### config.mk
export PLATFORM = sky130hd
export DESIGN_NAME = fifo_wr_arbiter
export DESIGN_NICKNAME = d
export VERILOG_FILES = /design/src/rtl/fifo_wr_arbiter.sv
export SDC_FILE = /design/constraint.sdc
export NUM_CORES = 1
export LEC_CHECK = 0
export BUFFER_PORTS_ARGS = -buffer_cell sky130_fd_sc_hd__buf_2
export CORE_MARGIN = 2
export CORE_UTILIZATION = 32
export CTS_CLUSTER_DIAMETER = 40
export DETAILED_ROUTE_END_ITERATION = 16
export PLACE_DENSITY = 0.82
export SLEW_MARGIN = 15
export SYNTH_ARGS = -nofsm -noshare
export SYNTH_HDL_FRONTEND = slang
export SYNTH_SLANG_ARGS = --single-unit
### constraint.sdc
create_clock -name clk -period 3.7 [get_ports clk]
set_input_delay 0.925 -clock clk [delete_from_list [all_inputs] [get_ports clk]]
set_output_delay 0.925 -clock clk [all_outputs]
set_load 0.05 [all_outputs]
### src/rtl/fifo_wr_arbiter.sv
// Round-robin write arbiter sharing one synchronous FIFO write port among NUM_REQ producers.
// Define FIFO_ARB_BURST_EN to compile in burst locking (LOCK state, owner, beat_cnt).
module fifo_wr_arbiter #(
  parameter int unsigned NUM_REQ    = 4,
  parameter int unsigned DATA_WIDTH = 32,
  parameter int unsigned MAX_BURST  = 4
) (
  input  logic                            clk,
  input  logic                            rst,
  input  logic [NUM_REQ-1:0]              req_valid,
  input  logic [NUM_REQ-1:0]              req_last,
  input  logic [NUM_REQ*DATA_WIDTH-1:0]   req_data,
  output logic [NUM_REQ-1:0]              req_ready,
  input  logic                            fifo_full,
  output logic                            fifo_cs,
  output logic                            fifo_wr_en,
  output logic [DATA_WIDTH-1:0]           fifo_data_in,
  output logic [$clog2(NUM_REQ)-1:0]      grant_id,
  output logic                            busy
);

  localparam int unsigned PW = $clog2(NUM_REQ);

  logic [PW-1:0] ptr;
  logic [PW-1:0] win;
  logic [PW-1:0] ptr_next;
  logic [PW-1:0] idx;
  logic          found;
  logic          xfer;

  // First valid producer at or after ptr, wrapping; falls back to ptr when none is valid.
  always_comb begin
    win   = ptr;
    found = 1'b0;
    idx   = '0;
    for (int unsigned k = 0; k < NUM_REQ; k++) begin
      idx = PW'((32'(ptr) + k) % NUM_REQ);
      if (!found && req_valid[idx]) begin
        win   = idx;
        found = 1'b1;
      end
    end
  end

  assign ptr_next = (win == PW'(NUM_REQ - 1)) ? '0 : win + PW'(1);

  assign xfer       = !rst && !fifo_full && req_valid[grant_id];
  assign fifo_wr_en = xfer;
  assign fifo_cs    = xfer;

  always_comb begin
    req_ready = '0;
    if (xfer) req_ready = NUM_REQ'(1) << grant_id;
  end

  always_comb begin
    fifo_data_in = '0;
    for (int unsigned i = 0; i < NUM_REQ; i++) begin
      if (PW'(i) == grant_id) fifo_data_in = req_data[i*DATA_WIDTH +: DATA_WIDTH];
    end
  end

`ifdef FIFO_ARB_BURST_EN
  localparam int unsigned CW = $clog2(MAX_BURST) + 1;

  typedef enum logic {IDLE, LOCK} state_t;

  state_t        state;
  logic [PW-1:0] owner;
  logic [CW-1:0] beat_cnt;
  logic          locked;

  // Reset overrides LOCK combinationally so busy and grant_id follow IDLE while rst is high.
  assign locked   = (state == LOCK) && !rst;
  assign grant_id = locked ? owner : win;
  assign busy     = locked;

  always_ff @(posedge clk) begin
    if (rst) begin
      state    <= IDLE;
      ptr      <= '0;
      owner    <= '0;
      beat_cnt <= '0;
    end else if (xfer) begin
      if (state == IDLE) begin
        ptr <= ptr_next;
        if (!req_last[win] && MAX_BURST > 1) begin
          state    <= LOCK;
          owner    <= win;
          beat_cnt <= CW'(1);
        end
      end else begin
        beat_cnt <= beat_cnt + CW'(1);
        if (req_last[owner] || (beat_cnt + CW'(1)) == CW'(MAX_BURST)) state <= IDLE;
      end
    end
  end
`else
  logic unused_cfg;

  assign grant_id   = win;
  assign busy       = 1'b0;
  assign unused_cfg = (^req_last) ^ (MAX_BURST == 0);

  always_ff @(posedge clk) begin
    if (rst)       ptr <= '0;
    else if (xfer) ptr <= ptr_next;
  end
`endif

endmodule

==> results of run 1 <==
==> cells by family after synthesis <==
kind of cell,count (synthesis),share of synthesized area
adders and majority gates,4,0.0366
buffers and inverters,28,0.137
AOI/OAI and AO/OA,78,0.494
and+or+nand+nor,79,0.300
DFF,2,0.0293
other,1,0.00274
==> cells in the mapped netlist <==
cell type	number	area, sq um
a221oi_2	11	165
buf_2	5	25.0
o21ai_1	1	5.00
a211oi_2	1	12.5
o22a_1	1	8.76
nor2b_1	31	194
a21bo_2	1	10.0
a221oi_1	21	184
inv_1	4	15.0
clkbuf_8	3	41.3
buf_4	2	15.0
nor2b_4	1	13.8
nand2_1	34	128
conb_1	1	3.75
ha_1	4	50.1
nor3_1	1	5.00
nand2b_1	1	6.26
clkbuf_2	1	5.00
clkbuf_1	8	30.0
buf_8	1	15.0
and2_1	4	25.0
dfxtp_1	2	40.0
nor4_2	1	12.5
nor2_1	5	18.8
buf_6	3	33.8
o22ai_1	2	12.5
clkbuf_4	1	7.51
a21oi_1	7	35.0
o31ai_1	31	233
o21ai_0	2	10.0
nand3b_1	1	7.51
==> stage by stage <==
step	hold slack [ps]	util	setup WS, ps	setup TNS (ps)
4_1_cts	574	0.923	-29.3	-39.6
3_3_place_gp	556	0.754	-488	-12760
3_5_place_dp	570	0.754	-521	-13650
2_1_floorplan	524	-	-224	-5780
6_report	684	0.974	-638	-6480
5_1_grt	676	0.974	-633	-8220
==> what timing repair did <==
action | 4_1_cts | 5_1_grt
pin swaps | 11 | 35
gates cloned | 3 | 1
endpoints found under the setup margin | 32 | 32
hold endpoints to repair | 0 | 0
buffers inserted | 14 | 3
gates resized for setup | 97 | 38
==> layout make-up <==
cell class	count	area [sq um]	area share
antenna	1	2.50	0.000633
clock buffer	3	41.3	0.0104
sequential	2	40.0	0.0101
tap	50	62.6	0.0158
multi-input combinational	163	2040	0.515
inverter	4	17.5	0.00443
timing repair buffer	232	1750	0.443
==> worst max-delay path, cell delays in order <==
cell and delay [ps]:
buf_6 110, a21oi_1 190, nor2_1 90, nor2_1 260, o22ai_2 170, ha_2 240, nor2b_4 150, buf_12 140
a221oi_1 650, buf_4 240, o31ai_4 70, buf_6 160
==> power by group through the flow <==
stage | logic [mW] | clock network [mW] | registers (mW)
after floorplan | 0.917 | 0 | 0.0254
after global placement | 1.20 | 0 | 0.0289
after detailed placement | 1.23 | 0 | 0.0292
after CTS | 1.54 | 0.0920 | 0.0292
after global routing | 1.76 | 0.0883 | 0.0306
final | 1.73 | 0.0872 | 0.0307
==> layer usage <==
| metal | GRT usage | part of all wire | vias to the layer above |
|---|---|---|---|
| met5 | 0 | 0 | - |
| met4 | 0.251 | 0.14 | 0 |
| met3 | 0.0654 | 0.12 | 182 |
| met2 | 0.716 | 0.46 | 411 |
| met1 | 0.383 | 0.28 | 1344 |
| li1 | - | - | 1165 |
==> how the worst min path moves through the flow <==
stage	to	slack (ps)	cells past startpoint
after floorplan	ptr[0]	520	2
after global placement	ptr[0]	560	2
after detailed placement	ptr[0]	570	2
after CTS	ptr[0]	570	2
after global routing	ptr[0]	680	2
final	ptr[0]	680	2
==> impl_metrics.csv, run 1 <==
group,metric,value,unit
power,ir_worst_vdd,376,uV
logic_synthesis,synthCells,192,
timing,clock.fmax,0.231,GHz
floorplanning,pin_count,180,
power,power.density,467,nW/um^2
timing,finalSetupViolCount,32,
power,total_power,1.84,mW
setup_path,crit_path_start,"req_valid[0]",
layout,regMostFlops,"ptr",
setup_path,reg2regPathDepth,8,
global_route,grt_max_degree,26,
placed_design,placedCellCount,432,
logic_synthesis,ys_seq_area_frac,0.0293,
setup_path,crit_type,"in2out",
timing,slew_headroom,0.495,
cts,cts-root-buf,"clkbuf_8",
timing,fin_ws,-638,ps
timing,slew_violations,0,
hold_path,hold_path.class,"reg2reg",
setup_path,reg2reg_slack,1750,ps
drt,wl_per_cell,29.3,microns
drt,first_pass_iters,5,
global_route,grt_pass1_vias,2835,
power,clkPwrFrac,0.047,
status,failed_checks,"setup timing",
setup_path,crit_fanout,7,
logic_synthesis,synth.yosys.warnings,0,
layout,layout_commonest_cell,"buf_2",
cts,cts_tree,"yes",
layout,top_regs,"ptr: 2 flops",
logic_synthesis,synth_area_per_cell,7.12,sq um
timing,rsz0062_at_grt,"yes",
layout,drive_above_1_share,0.795,
global_route,grt_use_total,0.382,
cts,clk_latency,210,ps
placed_design,finalWeightedCongestion,0.855,
timing,post-route-min-period,4340,ps
placed_design,port-buffer-count,174,
layout,finalNonFillerCells,455,
logic_synthesis,synth_area,1370,sq um
setup_path,critical_path.endpoint,"fifo_data_in[19]",
cts,htreeDepth,1,
power,sequentialPowerShare,0.017,
power,switching_share,0.539,
logic_synthesis,synth-seq-cells,2,
floorplanning,die_h,69.4,microns
setup_path,cp.arrival,3410,ps
setup_path,end_kind,"output port",
floorplanning,initial_core_util,0.337,
floorplanning,fp.dieW,69.4,microns
layout,final_area,3950,sq um
cts,clk_pin_slew_worst_paths,30,ps
cts,clock_sinks,2,
drt,drtIter0Drc,367,
global_route,antenna_found_initial,1,
timing,min_period_over_period,1.17,
power,combPwrFrac,0.936,
setup_path,cp_data_required_time,2770,ps
hold_path,worstHoldStart,"ptr[0]",
setup_path,crit_path_start_kind,"input pin",
power,p_leak,1.73,nW
floorplanning,die_area,4810,sq um
cts,numCtsBuffers,3,
logic_synthesis,ys_types,31,
timing,worst_pin_slew,758,ps
timing,skew,1.11,ps
setup_path,timing.rr.start,"ptr[1]",
setup_path,r2r-end,"ptr[1]",
power,switchingPower,995,uW
drt,drcViolationCount,0,
layout,nets,549,
floorplanning,core-area,4060,sq um
status,status,"finished with violations",
drt,drtAntennaViolNets,0,
drt,vias_per_cell,6.82,
placed_design,place_area,3060,sq um
run,drv_cap,0,
global_route,overflow,0,
layout,mostFrequentLayoutCells,"buf_2, buf_6, nand2_1",
timing,timing.final.hold_violations,0,
floorplanning,num_rows,23,
logic_synthesis,synth_nets,335,
drt,wl,13300,microns
power,internal_power,850,uW
layout,fill_cells,54,
cts,clockBufferDepth,2,
placed_design,dpl.hpwl,5520,microns
drt,vias,3102,
layout,largest_reg_flops,2,
cts,ctsHoldBuffers,0,
global_route,grt_pass1_wl,14600,microns
layout,area_growth,189,%
Power figures use the tool's default switching activity.
==> inputs of run 2 (changes only) <==
--- a/config.mk
+++ b/config.mk
@@ -15,3 +15,4 @@
 export SYNTH_ARGS = -nofsm -noshare
 export SYNTH_HDL_FRONTEND = slang
 export SYNTH_SLANG_ARGS = --single-unit
+export TNS_END_PERCENT = 50
==> run 2 against run 1 <==
Net effect: the flow now stops in 5_1_grt; synthesized cell count is the same; synthesized area did not move.
==> impl_metrics.csv, run 2 <==
group,metric,value,unit
status,status,"aborted with a tool error",
status,stop_stage,"5_1_grt",
status,error_line,"[ERROR GRT-0232] Routing congestion too high. Check the congestion heatmap in the GUI.",
logic_synthesis,synth_area_leaders,"o31ai_1, nor2b_1, a221oi_1",
timing,worstEndpointGrtRepair,"fifo_data_in[12]",
cts,ctsHoldBuffers,0,
floorplanning,num_rows,23,
placed_design,placedCellCount,408,
logic_synthesis,synth_most_common_cell,"nand2_1",
placed_design,finalWeightedCongestion,0.782,
logic_synthesis,ys_types,31,
floorplanning,die_h,69.4,microns
placed_design,dpl.hpwl,4450,microns
cts,numCtsBuffers,3,
cts,htreeDepth,1,
placed_design,port-buffer-count,174,
logic_synthesis,ys_seq_area_frac,0.0293,
global_route,grt_max_degree,43,
cts,clock_sinks,2,
logic_synthesis,synth.yosys.warnings,0,
global_route,overflow,46,
floorplanning,pin_count,180,
logic_synthesis,synth-main-ff-cell,"dfxtp_1",
floorplanning,fp.dieW,69.4,microns
logic_synthesis,synth_area,1370,sq um
logic_synthesis,synth-edff-count,0,
logic_synthesis,synth-seq-cells,2,
logic_synthesis,synth_nets,335,
global_route,antenna_found_initial,1,
logic_synthesis,yosysTopAreaCellShare,0.170,
logic_synthesis,synthCells,192,
cts,cts-root-buf,"clkbuf_8",
cts,clockBufferDepth,2,
logic_synthesis,synth_area_per_cell,7.12,sq um
timing,endpoint_type,"top-level output",
global_route,grt_use_total,0.724,
logic_synthesis,yosysTopAreaCell,"o31ai_1",
logic_synthesis,synthArstFlopShare,0,
logic_synthesis,yosys-top-cells-count,"nand2_1, nor2b_1, o31ai_1, a221oi_1, a221oi_2",
floorplanning,initial_core_util,0.337,
==> run 2: layer usage <==
layer  overflow  global-route usage
met5          0              0.0444
met4         23               0.854
met3          0               0.496
met2         23               0.952
met1          0               0.677
==> run 2: repair_timing <==
item                                    4_1_cts
gates cloned                                  3
endpoints found under the setup margin       32
pin swaps                                    16
setup buffers                                 6
gates resized for setup                      88
==> run 2: kinds of logic after synthesis <==
logic type | Yosys count | synth area share
adder cells (fa/ha/maj) | 4 | 0.0366
AND/OR/NAND/NOR | 79 | 0.300
AO/OA/AOI/OAI | 78 | 0.494
buffers and inverters | 28 | 0.137
other | 1 | 0.00274
flip-flops | 2 | 0.0293
==> run 2: stage by stage <==
stage	setup WS (ps)	cell area, sq um	hold slack (ps)
floorplan	-224	1900	524
global placement	-572	2790	553
detailed placement	-668	2790	558
CTS	-35.0	3360	578
==> inputs of run 3 (changes only) <==
--- a/config.mk
+++ b/config.mk
@@ -7,10 +7,9 @@
 export LEC_CHECK = 0
 export BUFFER_PORTS_ARGS = -buffer_cell sky130_fd_sc_hd__buf_2
 export CORE_MARGIN = 2
-export CORE_UTILIZATION = 32
-export CTS_CLUSTER_DIAMETER = 40
+export CORE_UTILIZATION = 25
 export DETAILED_ROUTE_END_ITERATION = 16
-export PLACE_DENSITY = 0.82
+export PLACE_DENSITY_LB_ADDON = 0.15
 export SLEW_MARGIN = 15
 export SYNTH_ARGS = -nofsm -noshare
 export SYNTH_HDL_FRONTEND = slang
==> run 3 against run 2 <==
Net effect: the flow now finishes, with violations (setup timing).
==> impl_metrics.csv, run 3 (synthesis results as in run 1) <==
group,metric,value,unit
layout,drive_above_1_share,0.792,
power,switchingPower,890,uW
timing,setup_tns,-74.6,ps
layout,layout_commonest_cell,"buf_2",
floorplanning,die_area,6080,sq um
setup_path,cp.arrival,2810,ps
layout,antenna-diode-count,0,
power,internal_power,774,uW
power,total_power,1.66,mW
timing,post-route-min-period,3730,ps
drt,vias,2289,
layout,largest_reg_flops,2,
power,switching_share,0.535,
timing,slew_violations,0,
setup_path,end_kind,"output port",
cts,numCtsBuffers,3,
floorplanning,pin_count,180,
global_route,overflow,0,
cts,clk_pin_slew_worst_paths,30,ps
floorplanning,initial_core_util,0.263,
power,combPwrFrac,0.925,
global_route,grt_use_total,0.224,
setup_path,timing.rr.start,"ptr[1]",
cts,cts-root-buf,"clkbuf_8",
timing,worst_pin_slew,509,ps
power,ir_worst_vdd,367,uV
status,failed_checks,"setup timing",
timing,clock.fmax,0.268,GHz
placed_design,dpl.hpwl,4870,microns
cts,ctsHoldBuffers,0,
layout,mostFrequentLayoutCells,"buf_2, buf_6, nand2_1",
status,status,"finished with violations",
cts,htreeDepth,1,
drt,wl,7280,microns
timing,min_period_over_period,1.01,
global_route,grt_pass1_vias,2290,
floorplanning,die_h,78.0,microns
setup_path,reg2regPathDepth,7,
drt,drcViolationCount,0,
cts,clk_latency,220,ps
power,p_leak,1.61,nW
cts,clock_sinks,2,
setup_path,crit_fanout,4,
placed_design,post-place-ws,-357,ps
floorplanning,fp.dieW,78.0,microns
hold_path,whs_endpoint,"ptr[0]",
placed_design,finalWeightedCongestion,0.757,
floorplanning,num_rows,26,
drt,drtIter0Drc,56,
timing,whs,582,ps
layout,regMostFlops,"ptr",
drt,first_pass_iters,4,
cts,cts_tree,"yes",
timing,skew,0.608,ps
drt,drtAntennaViolNets,0,
setup_path,reg2reg_slack,1880,ps
hold_path,holdPathStages,2,
cts,clockBufferDepth,2,
floorplanning,core-area,5200,sq um
timing,rsz0062_at_grt,"yes",
timing,slew_headroom,0.660,
layout,area_growth,181,%
power,clkPwrFrac,0.056,
run,drv_cap,0,
timing,timing.final.hold_violations,0,
setup_path,crit_type,"in2out",
hold_path,worstHoldStart,"ptr[0]",
timing,finalSetupViolCount,5,
timing,fin_ws,-30.1,ps
global_route,antenna_found_initial,0,
setup_path,r2r-end,"ptr[1]",
setup_path,crit_path_start_kind,"input pin",
power,power.density,434,nW/um^2
global_route,grt_max_degree,26,
power,sequentialPowerShare,0.019,
layout,ff_latch_area,40.0,sq um
layout,fill_cells,391,
drt,vias_per_cell,5.10,
placed_design,port-buffer-count,174,
setup_path,cp_data_required_time,2770,ps
hold_path,hold_path.class,"reg2reg",
drt,wl_per_cell,16.2,microns
layout,postLayoutCoreUtil,0.737,
layout,nets,524,
global_route,grt_pass1_wl,11000,microns
layout,top_regs,"ptr: 2 flops",
layout,multi_input_comb_area,2140,sq um
run 3: what timing repair did:
item / 4_1_cts / 5_1_grt
resized for setup: 121 / 31
pin swaps: 15 / 15
setup buffers: 5 / 3
gates cloned: 3 / 1
setup endpoints to repair: 32 / 32
run 3: area by class of cell:
cell class / instances / share of cell area
clock buffer: 3 / 0.0108
tap: 70 / 0.0228
sequential: 2 / 0.0104
multi-input combinational: 162 / 0.557
timing repair buffer: 208 / 0.394
inverter: 4 / 0.00456
run 3: worst max path at each step:
stage	slack, ps	cells after the start	endpoint	from
6_report	-30	12	fifo_data_in[13]	req_valid[3]
3_5_place_dp	-360	11	fifo_data_in[18]	req_valid[0]
4_1_cts	-70	12	fifo_data_in[19]	req_valid[2]
3_3_place_gp	-290	11	fifo_data_in[18]	req_valid[0]
5_1_grt	-90	12	fifo_data_in[13]	req_valid[3]
2_1_floorplan	-220	9	fifo_data_in[10]	req_valid[3]
run 3: routing by layer:
layer / vias up / global-route usage / share of wire
met1: 1084 / 0.229 / 0.37
met2: 93 / 0.471 / 0.57
li1: 1107 / - / -
met5: - / 0 / 0
met3: 5 / 0.0291 / 0.057
met4: 0 / 0.0491 / 0.011
run 3: stage by stage:
stage / std cells / instance area (sq um)
detailed placement: 437 / 2920
finish: 449 / 3840
floorplan: 192 / 1900
global route: 449 / 3840
CTS: 448 / 3730
global placement: 437 / 2920
run 3: power groups by stage:
stage	Combinational, mW	Clock (mW)	Sequential [mW]
3_5_place_dp	1.16	0	0.0294
6_report	1.54	0.0940	0.0310
5_1_grt	1.60	0.0980	0.0316
2_1_floorplan	0.899	0	0.0254
3_3_place_gp	1.15	0	0.0292
4_1_cts	1.51	0.0988	0.0297
run 3: critical path, cell delays in order:
cell,delay [ps]
buf_8,90
nand2b_4,150
o21ai_4,70
a221oi_4,330
inv_2,100
ha_4,170
nor2b_4,150
buf_6,130
clkbuf_16,150
a221oi_2,300
o31ai_4,80
buf_6,160
